--- config.mk ---
export PLATFORM = sky130hd
export DESIGN_NAME = vim828_char_buffer
export DESIGN_NICKNAME = d
export VERILOG_FILES = /design/src/rtl/vim828_pkg.sv /design/src/rtl/vim828_char_buffer.sv
export SDC_FILE = /design/constraint.sdc
export NUM_CORES = 1
export LEC_CHECK = 0
export ABC_CLOCK_PERIOD_IN_PS = 2490
export CORE_MARGIN = 2
export CORE_UTILIZATION = 50
export DETAILED_ROUTE_END_ITERATION = 16
export PLACE_DENSITY = 0.85
export SLEW_MARGIN = 40
export SYNTH_ARGS = -nofsm -noshare
export SYNTH_HDL_FRONTEND = slang
export SYNTH_SLANG_ARGS = --single-unit
--- constraint.sdc ---
create_clock -name Clock -period 2.49 [get_ports Clock]
set_clock_uncertainty 0.2 [all_clocks]
set_input_delay 0.249 -clock Clock [delete_from_list [all_inputs] [get_ports Clock]]
set_output_delay 0.249 -clock Clock [all_outputs]
set_load 0.02 [all_outputs]
--- src/rtl/vim828_pkg.sv ---
// Shared definitions for the VIM828 text-layer stage: control codes,
// FSM state encoding and frame geometry.
package vim828_pkg;

    localparam int TEXT_W = 64;

    localparam logic [7:0] CC_BS  = 8'h08;
    localparam logic [7:0] CC_LF  = 8'h0A;
    localparam logic [7:0] CC_FF  = 8'h0C;
    localparam logic [7:0] CC_CR  = 8'h0D;
    localparam logic [7:0] CC_ESC = 8'h1B;
    localparam logic [7:0] CC_DOT = 8'h2E;

    typedef enum logic {
        IDLE   = 1'b0,
        ESCAPE = 1'b1
    } state_t;

endpackage

--- src/rtl/vim828_char_buffer.sv ---
// Character buffer between UART RX and the 14-segment decode path.
// Ports: Clock, Reset (async low), RxDone_i/RxByte_i byte strobe in;
// Text_o 8-char frame (Char0 newest, bits [7:0]), Points_o DP mask,
// Update_o one-cycle frame-changed pulse, Escape_o escape pending.
import vim828_pkg::*;

module vim828_char_buffer #(
    parameter bit         NEWLINE_CLEARS = 1'b1,
    parameter bit         DP_MERGE       = 1'b1,
    parameter logic [7:0] BLANK          = 8'h20
) (
    input  logic              Clock,
    input  logic              Reset,
    input  logic              RxDone_i,
    input  logic [7:0]        RxByte_i,
    output logic [TEXT_W-1:0] Text_o,
    output logic [7:0]        Points_o,
    output logic              Update_o,
    output logic              Escape_o
);

    localparam logic [TEXT_W-1:0] BLANK_FRAME = {8{BLANK}};

    state_t state;
    logic   pending;
    logic   attach;

    logic              is_dot;
    logic              is_print;
    logic              is_nl;
    logic              is_bs;
    logic              is_ff;
    logic              is_esc;
    logic [TEXT_W-1:0] shifted;
    logic [TEXT_W-1:0] fresh;

    always_comb begin
        is_dot   = DP_MERGE && (RxByte_i == CC_DOT);
        is_print = (RxByte_i >= 8'h20) && (RxByte_i <= 8'h7E)
                   && !is_dot;
        is_nl    = (RxByte_i == CC_LF) || (RxByte_i == CC_CR);
        is_bs    = (RxByte_i == CC_BS);
        is_ff    = (RxByte_i == CC_FF);
        is_esc   = (RxByte_i == CC_ESC);
        shifted  = {Text_o[TEXT_W-9:0], RxByte_i};
        // Frame after a deferred clear followed by the new character.
        fresh    = {BLANK_FRAME[TEXT_W-1:8], RxByte_i};
    end

    always_ff @(posedge Clock or negedge Reset) begin
        if (!Reset) begin
            state    <= IDLE;
            pending  <= 1'b0;
            attach   <= 1'b0;
            Text_o   <= BLANK_FRAME;
            Points_o <= 8'h00;
            Update_o <= 1'b0;
            Escape_o <= 1'b0;
        end else begin
            Update_o <= 1'b0;
            if (RxDone_i) begin
                unique case (state)
                    ESCAPE: begin
                        Text_o   <= pending ? fresh : shifted;
                        Points_o <= pending ? 8'h00
                                            : {Points_o[6:0], 1'b0};
                        attach   <= 1'b1;
                        pending  <= 1'b0;
                        Update_o <= 1'b1;
                        state    <= IDLE;
                        Escape_o <= 1'b0;
                    end
                    IDLE: begin
                        unique case (1'b1)
                            is_print: begin
                                Text_o   <= pending ? fresh : shifted;
                                Points_o <= pending ? 8'h00
                                                    : {Points_o[6:0], 1'b0};
                                attach   <= 1'b1;
                                pending  <= 1'b0;
                                Update_o <= 1'b1;
                            end
                            is_dot: begin
                                if (pending) begin
                                    Text_o   <= BLANK_FRAME;
                                    Points_o <= 8'h01;
                                end else if (attach && !Points_o[0]) begin
                                    // DP lands on the character already shown.
                                    Points_o[0] <= 1'b1;
                                end else begin
                                    Text_o   <= {Text_o[TEXT_W-9:0], BLANK};
                                    Points_o <= {Points_o[6:0], 1'b1};
                                end
                                attach   <= 1'b0;
                                pending  <= 1'b0;
                                Update_o <= 1'b1;
                            end
                            is_bs: begin
                                Text_o   <= {BLANK, Text_o[TEXT_W-1:8]};
                                Points_o <= {1'b0, Points_o[7:1]};
                                attach   <= 1'b0;
                                pending  <= 1'b0;
                                Update_o <= 1'b1;
                            end
                            is_nl: begin
                                if (NEWLINE_CLEARS) begin
                                    pending <= 1'b1;
                                end
                            end
                            is_ff: begin
                                Text_o   <= BLANK_FRAME;
                                Points_o <= 8'h00;
                                attach   <= 1'b0;
                                pending  <= 1'b0;
                                Update_o <= 1'b1;
                            end
                            is_esc: begin
                                state    <= ESCAPE;
                                Escape_o <= 1'b1;
                            end
                            default: begin
                            end
                        endcase
                    end
                    default: begin
                        state <= IDLE;
                    end
                endcase
            end
        end
    end

endmodule

==> impl_metrics.csv, run 1 <==
group,metric,value,unit
cts,clk_path_buf_depth,2,
place,portBuffers,84,
power,p_leak,1.99,nW
cts,numClockSinks,77,
grt,track_usage,0.269,
min_path,min_path_type,"in -> async",
yosys,syn_area_per_cell,10.2,sq um
grt,grt_overflow,0,
grt,grt_max_degree,58,
sta,worst_pin_slew,0.544,ns
power,ir_worst_vdd,0.419,mV
route,avgRoutedWirePerCell,18.3,um
sta,rsz0062_at_grt,"false",
worst_setup_path,crit_fanout,8,
floorplanning,die_h,88.3,um
sta,finalSetupViolCount,0,
cts,clk_latency,0.37,ns
yosys,synth-seq-cells,77,
floorplanning,coreArea,6830,sq um
yosys,syn_inst,350,
sta,timing.final.crit_share,0.964,
cts,cts_tree,"done",
run_status,outcome,"finished, final reports clean",
floorplanning,ios,85,
final_layout,postLayoutCoreUtil,0.721,
worst_setup_path,r2r_end,"attach$_DFFE_PN0P_",
final_layout,fin_cells,549,
final_layout,syn2layout_area_growth,38.6,%
final_layout,multi_input_area,1460,sq um
floorplanning,initial_core_util,0.521,
worst_setup_path,endpoint_kind,"flip-flop",
worst_setup_path,reg2reg_from,"state$_DFFE_PN0P_",
route,postRouteAntennaNets,0,
route,drc_errors,0,
floorplanning,die_w,88.3,um
floorplanning,die-area,7800,sq um
sta,min_period,2.40,ns
route,avgViaCountPerCell,6.28,
final_layout,drive_gt1_frac,0.163,
worst_setup_path,start_kind,"input port",
sta,drv_slew,0,
worst_setup_path,cp.required,2.57,ns
job,maxCapViolations,0,
place,place_area,4730,sq um
final_layout,final_area,4930,sq um
power,fin_total_pwr,4.08,mW
place,place_congestion,0.891,
sta,slew_headroom,0.637,
final_layout,num_antenna_cells,0,
cts,root_buffer,"clkbuf_8",
worst_setup_path,crit_arrival,2.49,ns
grt,grt_pass1_vias,3172,
sta,max_freq,416,MHz
cts,path_clk_slew,0.08,ns
yosys,syn_area,3560,sq um
final_layout,finalNetCount,459,
cts,cts_buffers,9,
route,drtPass1Iterations,6,
grt,antenna_found_initial,0,
sta,hold_viol_final,0,
worst_setup_path,critPathKind,"in -> reg",
floorplanning,rows,30,
yosys,yosysWarnings,0,
worst_setup_path,crit_path_start,"RxByte_i[6]",
grt,grt_pass1_wl,16100,um
worst_setup_path,r2r_slack,0.39,ns
route,drt-initial-drc-count,457,
place,dp.cells,532,
cts,htree_levels,3,
place,dp_hpwl,6860,um
worst_setup_path,r2r.worst_path.cells,5,
power,power.density,828,nW/um^2
yosys,ys_seq_area_frac,0.545,
final_layout,regArea,1940,sq um
route,dr_total_vias,3446,
final_layout,fillers,521,
route,wl,10100,um
yosys,syn_nets,361,
yosys,yosysUniqueCellTypes,40,
cells by family (layout without fill, tap and decap cells):
| logic type | Yosys count | in the layout | share of synthesized area |
|---|---|---|---|
| buf+inv | 38 | 141 | 0.0510 |
| flops | 77 | 77 | 0.545 |
| mux | 3 | 3 | 0.00915 |
| compound gates | 203 | 203 | 0.341 |
| simple gates | 29 | 29 | 0.0542 |
critical path, stage by stage:
cell and delay [ns]:
clkdlybuf4s50_1 0.47, or4b_4 0.56, nor4_4 0.22, o41ai_4 0.13
or2_2 0.35, buf_4 0.19, buf_12 0.13, o21ai_0 0.18
repair_timing:
item / in CTS / in global routing
hold buffers: 1 / 0
endpoints found under the hold margin: 33 / 0
setup endpoints to repair: 0 / 5
resized for setup: 0 / 2
buffers inserted: 0 / 0
area by class of cell:
cell class,count,share of cell area
clock buffer,9,0.0251
clock inverter,7,0.0119
inverter,3,0.00228
sequential,77,0.393
multi-input combinational,235,0.297
timing repair buffer,122,0.247
tap,96,0.0244
where the power goes:
| group | internal [mW] | total [mW] | switching [mW] |
|---|---|---|---|
| registers | 1.53 | 1.85 | 0.314 |
| logic | 0.663 | 1.34 | 0.678 |
| clock network | 0.377 | 0.889 | 0.513 |
| total | 2.57 | 4.08 | 1.50 |
per-layer routing:
metal	share of wire	track usage
met1	0.42	0.397
met2	0.46	0.398
met3	0.11	0.0625
met4	0.012	0.0799
met5	0	0
worst max-delay path by stage:
stage / endpoint / slack [ns] / depth (start not counted)
detailed placement: Text_o[53]$_DFFE_PN1P_ / -0.34 / 8
finish: Text_o[53]$_DFFE_PN1P_ / 0.09 / 8
global placement: Text_o[56]$_DFFE_PN0P_ / -0.21 / 7
CTS: Points_o[1]$_DFFE_PN0P_ / 0.05 / 8
global route: Points_o[2]$_DFFE_PN0P_ / 0.02 / 8
floorplan: Points_o[7]$_DFFE_PN0P_ / 0.26 / 7
state kept, by name (all words and copies together) (netlist names):
| name | cells |
|---|---|
| Escape_o | 1 |
| Points_o | 8 |
| Text_o | 64 |
| Update_o | 1 |
| attach | 1 |
| pending | 1 |
| state | 1 |
metrics by stage:
stage          hold slack, ns  TNS [ns]  worst slack [ns]
2_1_floorplan          -0.247         0             0.256
3_3_place_gp           0.0677    -10.05            -0.214
3_5_place_dp           0.0701    -16.15            -0.340
4_1_cts                 0.242         0            0.0539
5_1_grt                 0.275         0            0.0209
6_report                0.211         0            0.0887
cells in the final DEF (no fill, tap or decap), types with 2 or more instances in the layout:
cell,count
a21oi_1,7
a22o_1,8
a22oi_1,49
a31oi_1,3
a32oi_1,2
buf_12,5
buf_4,31
clkbuf_8,9
clkdlybuf4s50_1,83
clkinv_4,2
dfrtp_1,69
dfstp_2,8
inv_1,3
inv_6,2
mux2_2,2
nand2_1,4
nor2_1,6
nor4_1,2
o21ai_0,114
o21ai_1,9
o21bai_1,2
o22ai_1,5
or2_2,2
cells in the mapped netlist:
master | instances | area share
a21oi_1 | 7 | 0.0099
a22o_1 | 8 | 0.020
a22oi_1 | 49 | 0.10
a31oi_1 | 3 | 0.0053
a32oi_1 | 2 | 0.0049
a41oi_1 | 1 | 0.0025
and2_0 | 1 | 0.0018
and2_1 | 1 | 0.0018
and4_1 | 1 | 0.0025
and4b_1 | 1 | 0.0028
buf_2 | 13 | 0.018
buf_4 | 2 | 0.0042
buf_6 | 2 | 0.0063
clkbuf_1 | 18 | 0.019
dfrtp_1 | 69 | 0.49
dfstp_2 | 8 | 0.059
inv_1 | 3 | 0.0032
mux2_2 | 2 | 0.0063
mux2i_1 | 1 | 0.0028
nand2_1 | 4 | 0.0042
nand2b_1 | 1 | 0.0018
nand3_1 | 1 | 0.0014
nand3b_1 | 1 | 0.0021
nor2_1 | 8 | 0.0084
nor3_1 | 1 | 0.0014
nor3_4 | 1 | 0.0046
nor4_1 | 2 | 0.0035
nor4_4 | 1 | 0.0060
nor4b_1 | 1 | 0.0025
o21ai_0 | 115 | 0.16
o21ai_1 | 8 | 0.011
o21bai_1 | 2 | 0.0042
o22ai_1 | 5 | 0.0088
o31ai_1 | 1 | 0.0021
o32ai_1 | 1 | 0.0025
o41ai_2 | 1 | 0.0046
or2_1 | 1 | 0.0018
or2_2 | 1 | 0.0018
or4_1 | 1 | 0.0021
or4b_4 | 1 | 0.0039
No activity file was read; power rests on OpenSTA's default activity.
==> run 2: changes to the inputs <==
==> constraint.sdc (replaced) <==
create_clock -name Clock -period 2.49 [get_ports Clock]
set_clock_uncertainty 0.2 [all_clocks]
set_input_delay 0.6225 -clock Clock [delete_from_list [all_inputs] [get_ports Clock]]
set_output_delay 0.6225 -clock Clock [all_outputs]
set_load 0.02 [all_outputs]
==> run 2 against run 1 <==
  * Core utilization increased by 4.7 points
  * Maximum frequency down 2.8%
  * Worst setup slack lost 0.070 ns
  * Critical endpoint is now Text_o[13]$_DFFE_PN1P_
  * Largest power group unchanged
  * Highest routed layer unchanged
==> impl_metrics.csv, run 2 (synthesis results as in run 1) <==
group,metric,value,unit
sta,max_freq,405,MHz
cts,htree_levels,3,
floorplanning,die_w,88.3,um
worst_setup_path,start_kind,"input port",
sta,finalSetupViolCount,0,
final_layout,final_area,5250,sq um
final_layout,fillers,439,
final_layout,num_antenna_cells,0,
worst_setup_path,crit_fanout,7,
sta,timing.final.crit_share,0.992,
place,portBuffers,84,
floorplanning,rows,30,
sta,setup_ws,0.0187,ns
route,drc_errors,0,
floorplanning,coreArea,6830,sq um
sta,fin_setup_tns,0,ns
run_status,outcome,"finished, final reports clean",
place,dp_hpwl,6750,um
sta,slew_headroom,0.616,
route,dr_total_vias,3609,
floorplanning,die-area,7800,sq um
worst_setup_path,cp_slowest_cell,"or4b_4",
min_path,min_path_type,"in -> async",
job,maxCapViolations,0,
route,drtPass1Iterations,7,
floorplanning,initial_core_util,0.521,
final_layout,layout_common_cells,"clkdlybuf4s50_1 (75), dfrtp_1 (69), o21ai_0 (61), a22oi_1 (47), o21ai_1 (37)",
worst_setup_path,cp.required,2.58,ns
worst_setup_path,path_buf_inv,4,
place,place_congestion,0.894,
power,power.density,843,nW/um^2
route,wl,11400,um
grt,grt_max_degree,42,
worst_setup_path,max_stage_delay,0.54,ns
final_layout,regMostFlops,"Text_o",
floorplanning,ios,85,
cts,ctsHoldBuffers,0,
final_layout,reg_top3,"Text_o (64), Points_o (8)",
grt,grt_overflow,0,
final_layout,layout_commonest_cell,"clkdlybuf4s50_1",
grt,grt_pass1_wl,17900,um
sta,hold_viol_final,0,
sta,drv_slew,0,
sta,rsz0062_at_grt,"true",
worst_setup_path,critPathKind,"in -> reg",
route,postRouteAntennaNets,0,
final_layout,largest_reg_flops,64,
grt,antenna_found_initial,0,
final_layout,finalNetCount,466,
power,p_leak,2.14,nW
place,pre_cts_ws,-0.632,ns
grt,track_usage,0.298,
cts,cts_tree,"done",
cts,clk_path_buf_depth,2,
sta,min_period,2.47,ns
cts,clk_latency,0.36,ns
worst_setup_path,critPathTopFamily,"simple AND/OR/NAND/NOR gates",
worst_setup_path,endpoint_kind,"flip-flop",
final_layout,syn2layout_area_growth,47.5,%
route,drt-initial-drc-count,457,
cts,path_clk_slew,0.08,ns
worst_setup_path,cp_common_cell,"buf_12",
place,place_area,4730,sq um
cts,numClockSinks,77,
worst_setup_path,crit_path_cell_trace,"clkdlybuf4s15_2, or4b_4, nor4_4, buf_4, o41ai_4, or2_4, buf_12, buf_12, o21ai_4",
route,avgRoutedWirePerCell,20.5,um
route,avgViaCountPerCell,6.49,
power,ir_worst_vdd,0.463,mV
cts,root_buffer,"clkbuf_8",
final_layout,drive_gt1_frac,0.246,
grt,grt_pass1_vias,3463,
worst_setup_path,crit_arrival,2.56,ns
cts,cts_buffers,9,
sta,worst_pin_slew,0.575,ns
floorplanning,die_h,88.3,um
-- run 2: cell count changes in the layout (fill, tap and decap cells not counted), sizes merged --
cell / change
clkdlybuf4s50: -8
clkdlybuf4s15: +3
inv: -2
bufinv: +2
clkinv: -1
clkbuf: +1
bufbuf: +1
dlygate4sd3: -1
buf: +8
dlygate4sd2: +4
-- run 2: worst paths after layout --
path / to / from / slack, ns / cells past startpoint
setup / recovery: Text_o[13]$_DFFE_PN1P_ / RxByte_i[7] / 0.02 / 9
hold / removal: Points_o[6]$_DFFE_PN0P_ / Reset / 0.02 / 1
setup reg to reg: Text_o[21]$_DFFE_PN1P_ / state$_DFFE_PN0P_ / 0.46 / 5
hold reg to reg: Text_o[61]$_DFFE_PN1P_ / Text_o[61]$_DFFE_PN1P_ / 0.28 / 2
max in group asynchronous: Text_o[22]$_DFFE_PN0P_ / Reset / 1.47 / 2
min in group Clock: Text_o[61]$_DFFE_PN1P_ / Text_o[61]$_DFFE_PN1P_ / 0.28 / 2
-- run 2: cell type report --
cell class / count / area (sq um) / share of cell area
clock inverter: 6 / 96.3 / 0.0184
multi-input combinational: 235 / 1590 / 0.303
inverter: 3 / 11.3 / 0.00215
tap: 96 / 120 / 0.0229
clock buffer: 10 / 128 / 0.0243
sequential: 77 / 1940 / 0.369
timing repair buffer: 129 / 1370 / 0.260
-- run 2: through the flow --
stage | power, mW | hold slack, ns | instances | util
6_report | 4.42 | 0.0226 | 556 | 0.768
5_1_grt | 4.60 | 0.0421 | 556 | 0.768
3_5_place_dp | 3.21 | 0.273 | 532 | 0.692
4_1_cts | 4.34 | 0.0359 | 555 | 0.756
3_3_place_gp | 3.15 | 0.259 | 531 | 0.690
2_1_floorplan | 2.44 | 0.127 | 350 | -
-- run 2: worst reg2reg max path: stages (launching register included) --
cell and delay, ns:
dfrtp_1 0.38, buf_4 0.17, o41ai_4 0.41, or2_4 0.29
buf_12 0.16, mux2_2 0.33
-- run 2: repair_timing --
action	4_1_cts	5_1_grt
gates cloned	4	0
gates resized for setup	66	23
pin swaps	9	9
setup buffers	3	2
setup endpoints to repair	73	43
-- run 2: routing by layer --
metal,up-vias,track usage,share of wire
li1,1549,-,-
met1,1797,0.404,0.40
met2,243,0.481,0.48
met3,20,0.0765,0.10
met4,0,0.0826,0.017
met5,-,0,0
-- run 2: power breakdown --
| group | total (mW) | switching [mW] | internal [mW] |
|---|---|---|---|
| logic | 1.50 | 0.770 | 0.725 |
| clock network | 1.07 | 0.498 | 0.575 |
| registers | 1.86 | 0.322 | 1.53 |
